--- config.mk ---
export PLATFORM = sky130hd
export DESIGN_NAME = vga_timing
export DESIGN_NICKNAME = d
export VERILOG_FILES = /design/src/rtl/vga_pkg.sv /design/src/rtl/vga_delay_line.sv /design/src/rtl/vga_timing.sv
export SDC_FILE = /design/constraint.sdc
export NUM_CORES = 1
export LEC_CHECK = 0
export BUFFER_PORTS_ARGS = -buffer_cell sky130_fd_sc_hd__buf_2
export CAP_MARGIN = 20
export CORE_ASPECT_RATIO = 1.4
export CORE_MARGIN = 2
export CORE_UTILIZATION = 50
export DETAILED_ROUTE_END_ITERATION = 10
export PLACE_DENSITY = 0.77
export SETUP_SLACK_MARGIN = 0.5
export SYNTH_ARGS = -nofsm -noshare
export SYNTH_HDL_FRONTEND = slang
export SYNTH_SLANG_ARGS = --single-unit
--- constraint.sdc ---
create_clock -name clk -period 2.01 [get_ports clk]
set_input_delay 0.201 -clock clk [delete_from_list [all_inputs] [get_ports clk]]
set_output_delay 0.201 -clock clk [all_outputs]
set_load 0.01 [all_outputs]
--- src/rtl/vga_pkg.sv ---
// Shared constants, types and helpers for the 640x480 raster path.
// Defaults describe 640x480@60 Hz; totals derive from the four spans.
package vga_pkg;

    localparam int COORD_W = 11;
    localparam int RGB_W   = 8;
    localparam int COORD_MAX = (1 << COORD_W) - 1;

    localparam logic [RGB_W-1:0] COLOR_NULL = 8'h00;

    localparam logic SYNC_ACT_LOW  = 1'b0;
    localparam logic SYNC_ACT_HIGH = 1'b1;

    localparam int H_ACTIVE_DEF = 640;
    localparam int H_FP_DEF     = 16;
    localparam int H_SYNC_DEF   = 96;
    localparam int H_BP_DEF     = 48;

    localparam int V_ACTIVE_DEF = 480;
    localparam int V_FP_DEF     = 10;
    localparam int V_SYNC_DEF   = 2;
    localparam int V_BP_DEF     = 33;

    // Control bits that travel alongside a pixel through the delay line.
    typedef struct packed {
        logic act;
        logic hs;
        logic vs;
    } ctrl_t;

    localparam int CTRL_W = $bits(ctrl_t);

    function automatic int span_total(
        input int active,
        input int fp,
        input int sync,
        input int bp
    );
        return active + fp + sync + bp;
    endfunction

    function automatic logic in_span(
        input logic [COORD_W-1:0] v,
        input logic [COORD_W-1:0] lo,
        input logic [COORD_W-1:0] hi
    );
        return (v >= lo) && (v < hi);
    endfunction

endpackage

--- src/rtl/vga_delay_line.sv ---
// Fixed-depth register delay with synchronous clear.
// Clearing empties every stage so stale entries never emerge.
module vga_delay_line #(
    parameter int WIDTH = 3,
    parameter int DEPTH = 1
) (
    input  logic             clk,
    input  logic             i_clr,
    input  logic [WIDTH-1:0] i_d,
    output logic [WIDTH-1:0] o_d
);

    logic [WIDTH-1:0] r_sh [DEPTH];

    always_ff @(posedge clk) begin
        if (i_clr) begin
            for (int i = 0; i < DEPTH; i++) begin
                r_sh[i] <= '0;
            end
        end else begin
            r_sh[0] <= i_d;
            for (int i = 1; i < DEPTH; i++) begin
                r_sh[i] <= r_sh[i-1];
            end
        end
    end

    assign o_d = r_sh[DEPTH-1];

endmodule

--- src/rtl/vga_timing.sv ---
// Raster counters, sync decode and blanking output stage.
// Pins carry the pixel shown on x/y PIPE_DLY+1 clocks earlier.
module vga_timing
    import vga_pkg::*;
#(
    parameter int   H_ACTIVE = H_ACTIVE_DEF,
    parameter int   H_FP     = H_FP_DEF,
    parameter int   H_SYNC   = H_SYNC_DEF,
    parameter int   H_BP     = H_BP_DEF,
    parameter int   V_ACTIVE = V_ACTIVE_DEF,
    parameter int   V_FP     = V_FP_DEF,
    parameter int   V_SYNC   = V_SYNC_DEF,
    parameter int   V_BP     = V_BP_DEF,
    parameter int   CLK_DIV  = 2,
    parameter logic SYNC_POL = SYNC_ACT_LOW,
    parameter int   PIPE_DLY = 1
) (
    input  logic               clk,
    input  logic               reset,
    input  logic [RGB_W-1:0]   rgb_in,
    output logic [COORD_W-1:0] x,
    output logic [COORD_W-1:0] y,
    output logic               pix_en,
    output logic               frame_start,
    output logic               hsync,
    output logic               vsync,
    output logic               video_on,
    output logic [RGB_W-1:0]   rgb_out
);

    localparam int H_TOTAL =
        span_total(H_ACTIVE, H_FP, H_SYNC, H_BP);
    localparam int V_TOTAL =
        span_total(V_ACTIVE, V_FP, V_SYNC, V_BP);

    localparam logic [COORD_W-1:0] H_ACT  =
        COORD_W'(H_ACTIVE);
    localparam logic [COORD_W-1:0] HS_BEG =
        COORD_W'(H_ACTIVE + H_FP);
    localparam logic [COORD_W-1:0] HS_END =
        COORD_W'(H_ACTIVE + H_FP + H_SYNC);
    localparam logic [COORD_W-1:0] H_LAST =
        COORD_W'(H_TOTAL - 1);

    localparam logic [COORD_W-1:0] V_ACT  =
        COORD_W'(V_ACTIVE);
    localparam logic [COORD_W-1:0] VS_BEG =
        COORD_W'(V_ACTIVE + V_FP);
    localparam logic [COORD_W-1:0] VS_END =
        COORD_W'(V_ACTIVE + V_FP + V_SYNC);
    localparam logic [COORD_W-1:0] V_LAST =
        COORD_W'(V_TOTAL - 1);

    localparam int DIV_W =
        (CLK_DIV > 1) ? $clog2(CLK_DIV) : 1;
    localparam logic [DIV_W-1:0] DIV_LAST =
        DIV_W'(CLK_DIV - 1);

    if (H_TOTAL > COORD_MAX || V_TOTAL > COORD_MAX) begin : g_bad_total
        $error("vga_timing: line/frame total exceeds coordinate range");
    end

    if (CLK_DIV < 1 || PIPE_DLY < 1) begin : g_bad_div
        $error("vga_timing: CLK_DIV and PIPE_DLY must be at least 1");
    end

    logic [DIV_W-1:0]   r_div;
    logic [COORD_W-1:0] r_x;
    logic [COORD_W-1:0] r_y;

    logic               w_div_last;
    logic               w_h_end;
    logic               w_v_end;
    ctrl_t              w_ctrl;
    ctrl_t              w_ctrl_d;

    logic               r_video_on;
    logic               r_hsync;
    logic               r_vsync;
    logic [RGB_W-1:0]   r_rgb;

    assign w_div_last = (r_div == DIV_LAST);
    assign w_h_end    = (r_x == H_LAST);
    assign w_v_end    = (r_y == V_LAST);

    always_ff @(posedge clk) begin
        if (reset || w_div_last) begin
            r_div <= '0;
        end else begin
            r_div <= r_div + 1'b1;
        end
    end

    // Line and frame wrap share one tick, so (0,V_TOTAL) never appears.
    always_ff @(posedge clk) begin
        if (reset) begin
            r_x <= '0;
            r_y <= '0;
        end else if (w_div_last) begin
            if (w_h_end) begin
                r_x <= '0;
                r_y <= w_v_end ? '0 : r_y + 1'b1;
            end else begin
                r_x <= r_x + 1'b1;
            end
        end
    end

    assign x = r_x;
    assign y = r_y;

    // Strobes stay quiet while reset is held, even with CLK_DIV=1.
    assign pix_en      = w_div_last && !reset;
    assign frame_start = (r_x == '0) && (r_y == '0)
                      && (r_div == '0) && !reset;

    always_comb begin
        w_ctrl     = '0;
        w_ctrl.act = (r_x < H_ACT) && (r_y < V_ACT);
        w_ctrl.hs  = in_span(r_x, HS_BEG, HS_END);
        w_ctrl.vs  = in_span(r_y, VS_BEG, VS_END);
    end

    vga_delay_line #(
        .WIDTH (CTRL_W),
        .DEPTH (PIPE_DLY)
    ) u_ctrl_dly (
        .clk   (clk),
        .i_clr (reset),
        .i_d   (w_ctrl),
        .o_d   (w_ctrl_d)
    );

    // Sampled every clk so each pixel lasts CLK_DIV clks on the pins.
    always_ff @(posedge clk) begin
        if (reset) begin
            r_video_on <= 1'b0;
            r_hsync    <= ~SYNC_POL;
            r_vsync    <= ~SYNC_POL;
            r_rgb      <= COLOR_NULL;
        end else begin
            r_video_on <= w_ctrl_d.act;
            r_hsync    <= w_ctrl_d.hs ? SYNC_POL : ~SYNC_POL;
            r_vsync    <= w_ctrl_d.vs ? SYNC_POL : ~SYNC_POL;
            r_rgb      <= w_ctrl_d.act ? rgb_in : COLOR_NULL;
        end
    end

    assign video_on = r_video_on;
    assign hsync    = r_hsync;
    assign vsync    = r_vsync;
    assign rgb_out  = r_rgb;

endmodule

# [Yosys cells after proc, flatten, opt, wreduce, memory -nomap -nowiden]
# Memory sizes are Yosys's and may differ from the RTL's.
# Index checks and enable logic that the tools add are counted.
[word_totals] wordCells=44 register_bits=34 ram_bits=3 memories=1
[op_classes] muxes=9 reduce_logical=14 addsub=3 n_bitwise=2 n_lt_le_gt_ge=6 eq_ne=2
[mem_list] memory="u_ctrl_dly.r_sh" words=1 word_bits=3 read_ports=1 rd_ports_with_merged_regs=0 wr=1 line_no="vga_delay_line.sv:13" source="logic [WIDTH-1:0] r_sh [DEPTH];"
[op_table] operator="$add A11 B1 Y11 const B" count=2
[op_table] operator="$eq A11 B10 Y1 const B" count=2
[op_table] operator="$logic_not A11 Y1" count=2
[op_table] operator="$lt A11 B10 Y1 const B" count=2
[op_table] operator="$lt A11 B9 Y1 const B" count=2
[op_table] operator="$mux W11" count=2
[op_table] operator="$ge A11 B10 Y1 const B" count=1
[op_table] operator="$ge A11 B9 Y1 const B" count=1
[op_table] operator="$logic_and A1 B1 Y1" count=7
[op_table] operator="$mux W1" count=6
[op_table] operator="$mux W3" count=1
[op_table] operator="$reduce_or A3 Y1" count=1
[op_table] operator="$not A1 Y1" count=2
[op_table] operator="$reduce_and A2 Y1" count=1
[op_table] operator="$reduce_or A2 Y1" count=1
[op_table] operator="$add A1 B1 Y1 const B" count=1
[op_table] operator="$logic_not A1 Y1" count=1
[op_table] operator="$logic_or A1 B1 Y1" count=1

# [Depth between registers and ports, before layout]
[depth] word_depth=4 ltp_mapped=6 depth_no_buf=6

# [Modules after synthesis]
# From an unflattened synthesis, not the netlist that was laid out.
[unflattened] cells_unflattened=180 hier_area_um2=1644.1
[by_module_without_submodules] mod="vga_timing" n_inst=1 cells_each=174 area_per_inst_um2=1565.3
[by_module_without_submodules] mod="vga_delay_line" n_inst=1 cells_each=6 area_per_inst_um2=78.8

# [Worst setup path after synthesis]
# OpenSTA, ideal clock, no wires.
[synth_path] path_kind="reg-to-reg" startpoint="register r_x[1], in the netlist x[1]" endpoint="register r_y[10], in the netlist y[10]" path_stages_with_launch=6 setup_time_ps=70 synth_period_minus_slack_ps=1814 n_path_buf=0 arrival_ps=1744 path_slack_ps=196 cell_sequence="dfxtp_1 ha_1 and4_2 nand4_4 or4_1 a21oi_1"
[synth_between] elab_chain_len=2
[synth_lines] item="start, declared" line_no="vga_timing.sv:68" source="logic [COORD_W-1:0] r_x;"
[synth_lines] item="start signal, assigned" line_no="vga_timing.sv:104" source="r_x <= r_x + 1'b1;"
[synth_lines] item="$eq A11 B10 Y1" line_no="vga_timing.sv:83" source="assign w_h_end = (r_x == H_LAST);"
[synth_lines] item="$reduce_and A2 Y1 (no source line)"
[synth_lines] item="end signal, assigned" line_no="vga_timing.sv:102" source="r_y <= w_v_end ? '0 : r_y + 1'b1;"
[synth_lines] item="end, declared" line_no="vga_timing.sv:69" source="logic [COORD_W-1:0] r_y;"
# Every way passes these cells.
# A chain may end at the register's enable or synchronous reset.

# [Worst setup path in the final report]
[layout_path] startpoint="register r_x[6], in the netlist x[6]" endpoint="register r_y[7], in the netlist y[7]"
# The elaborated chain is that of the path after synthesis.

==> flow_metrics.py <==
metrics = {
    "setup_path": {
        "critPathTopFamily": "simple AND/OR/NAND/NOR gates",
        "reg2reg_from": "x[6]",
        "criticalPathCategory": "register to register",
        "worstReg2RegEnd": "y[7]",
        "path_buf_inv": 1,
        "cp.required_ps": 2230,
        "endpoint_kind": "register",
        "start_kind": "register",
        "max_stage_delay_ps": 530,
        "reg2reg_slack_ps": 320,
        "path_depth": 5,
        "ff2ff_path_depth": 5,
        "path_cells": "nor4_4, buf_4, nand4_1, or4_1, a21oi_2",
        "slowest_stage": "or4_1",
        "worstPathMaxFanout": 4,
        "crit_arrival_ps": 1920,
    },
    "placed_design": {
        "dp_slack_ps": 219,
        "gp_congestion": 0.820,
        "dp_hpwl_um": 2560,
        "io_buffers": 44,
        "placedCellCount": 258,
        "place_area_um2": 1920,
    },
    "clock_network": {
        "cts_sinks": 37,
        "path_clk_slew_ps": 80,
        "cts_tree": "done",
        "clk-insertion-delay-late_ps": 290,
        "clockBufferDepth": 2,
        "postCtsHoldBufs": 0,
        "cts-root-buf": "clkbuf_8",
        "numCtsBuffers": 5,
        "h-tree-depth": 2,
    },
    "global_routing": {
        "overflow": 0,
        "use_met3": 0.0473,
        "gr-usage-all-layers": 0.229,
        "grt_pass1_wl_um": 6460,
        "grt.met1_usage": 0.265,
        "top_usage_layer": "met2",
        "grt_pass1_vias": 1435,
        "antenna_found_initial": 0,
        "use_met2": 0.388,
        "grt_start_max_net_pins": 17,
    },
    "yosys": {
        "synth_seq_cells": 37,
        "synth_top_area_share": 0.446,
        "ys_top_cells_by_area": "dfxtp_1 (45%), a21oi_1 (3.6%), nand3_1 (3.6%)",
        "synth_xor_area_frac": 0.0475,
        "synth.most_common_cell": "dfxtp_1",
        "syn_inst": 180,
        "yosys.area_share.simple": 0.328,
        "ys_async_sr_fraction": 0,
        "synth_edf_count": 0,
        "synth_area_um2": 1660,
        "yosysWarnings": 0,
        "synthMuxAreaShare": 0,
        "synth-main-ff-cell": "dfxtp_1",
        "synth_top_family_by_area": "simple AND/OR/NAND/NOR gates",
        "synthAdderAreaFrac": 0.0302,
        "synth-seq-area-share": 0.446,
        "synth_commonest_cells": "dfxtp_1 (37), nor2_1 (14), a21oi_1 (12), nand3_1 (12), nand2_1 (11)",
        "yosys.area.top_type": "dfxtp_1",
        "syn_area_per_cell_um2": 9.22,
        "synth_cell_types": 36,
        "synth_compound_area_frac": 0.0928,
        "syn_nets": 194,
    },
    "sta": {
        "slew_viol_final": 0,
        "rsz0062_at_grt": "yes",
        "tns_ps": 0,
        "hold_viol": 0,
        "setup_viol": 0,
        "finalCritPeriodShare": 0.842,
        "setup_ws_ps": 317,
        "worst_pin_slew_ps": 427,
        "finalClockSkew_ps": 5.41,
        "timing.fmax_mhz": 591,
        "period_minus_slack_ps": 1690,
        "slew_headroom": 0.715,
    },
    "final_layout": {
        "fin_nets": 252,
        "fin_area_um2": 2160,
        "drive_above_1_share": 0.410,
        "final_cells": 278,
        "antenna_cells": 0,
        "syn2layout_area_growth_pct": 30.4,
    },
    "power_and_ir_drop": {
        "powerDensity_nw_per_um2": 623,
        "irDropWorstVdd_v": 0.000520,
        "p_leak_nw": 0.900,
    },
    "floorplan": {
        "fp.dieW_um": 52.7,
        "io_pins": 45,
        "die_y_um": 72.2,
        "rows": 24,
        "dieArea_um2": 3800,
        "start_util": 0.526,
        "core-area_um2": 3150,
    },
    "status": {
        "outcome": "completed",
    },
    "detailed_routing": {
        "drt_first_pass_iters": 4,
        "wl_um": 3880,
        "wl_per_cell_um": 14.0,
        "vias_per_cell": 5.56,
        "vias": 1546,
        "ant_nets": 0,
        "drc": 0,
        "drt_iter0_markers": 60,
    },
    "worst_hold_path": {
        "whs_path_depth": 2,
        "hold_class": "primary input to register",
        "hp-start": "rgb_in[4]",
        "hold_path_end": "rgb_out[4]",
    },
    "run": {
        "maxCapViolCount": 0,
    },
}
placed cells by master (no fill, tap or decap), types with 2 or more instances in the layout:
master	n
buf_2	44
dfxtp_1	24
nor2_1	14
nand3_1	11
nand2_1	11
a21oi_1	10
buf_4	10
and2_1	9
dfxtp_2	9
nand4_1	8
inv_1	7
o31ai_1	6
or4_1	6
xor2_1	6
clkbuf_8	5
nand2b_1	4
buf_6	4
dfxtp_4	4
nor2b_1	3
o21ai_0	3
nor3_1	3
xnor2_1	3
ha_1	3
nor4_2	2
and4_4	2
and3_2	2
a21oi_2	2
and3_1	2
timing repair:
item,CTS,global route
pin swaps,10,6
buffers inserted,10,1
gates cloned,1,0
setup endpoints to repair,18,21
gates resized for setup,15,5
endpoints found under the hold margin,0,0
cells by family after synthesis:
family                     after synthesis
buffers and inverters                   15
AOI/OAI and AO/OA                       25
and+or+nand+nor                         90
xor gates and xnor gates                 9
DFF                                     37
adders and majority gates                4
stage by stage:
stage | total power, W | util | hold slack, ps
2_1_floorplan | 0.000808 | - | 323
3_3_place_gp | 0.000837 | 0.609 | 363
3_5_place_dp | 0.000839 | 0.609 | 364
4_1_cts | 0.00136 | 0.678 | 97.7
5_1_grt | 0.00140 | 0.686 | 94.4
6_report | 0.00135 | 0.686 | 105
registers in the layout (all words and copies together), names as in the netlist:
signal and cells:
u_ctrl_dly.r_sh 3, vsync 1, y 11, rgb_out 8, hsync 1, video_on 1, r_div 1, x 11
power breakdown:
group / leakage [nW] / internal, W / switching [W] / total (W)
logic: 0.543 / 0.0000372 / 0.0000415 / 0.0000787
clock network: 0.0489 / 0.000246 / 0.000274 / 0.000520
registers: 0.308 / 0.000742 / 0.00000661 / 0.000748
routing by layer:
layer	wire [um]	vias to the layer above
met5	0	-
met4	121	0
met3	212	12
met2	2010	60
met1	1540	717
li1	-	757
cell type report:
class                      instances  area (um^2)
sequential                        37          767
inverter                           7         26.3
clock buffer                       5         68.8
multi-input combinational        129          892
clock inverter                     3         20.0
tap                               39         48.8
fill                             278          990
timing repair buffer              58          340
how the worst max path moves through the flow:
stage	from	endpoint	slack [ps]
2_1_floorplan	x[0]	y[6]	420
3_3_place_gp	x[10]	y[6]	250
3_5_place_dp	x[10]	y[6]	220
4_1_cts	y[9]	frame_start	350
5_1_grt	x[6]	y[7]	210
6_report	x[6]	y[7]	320
Power figures use the tool's default switching activity.
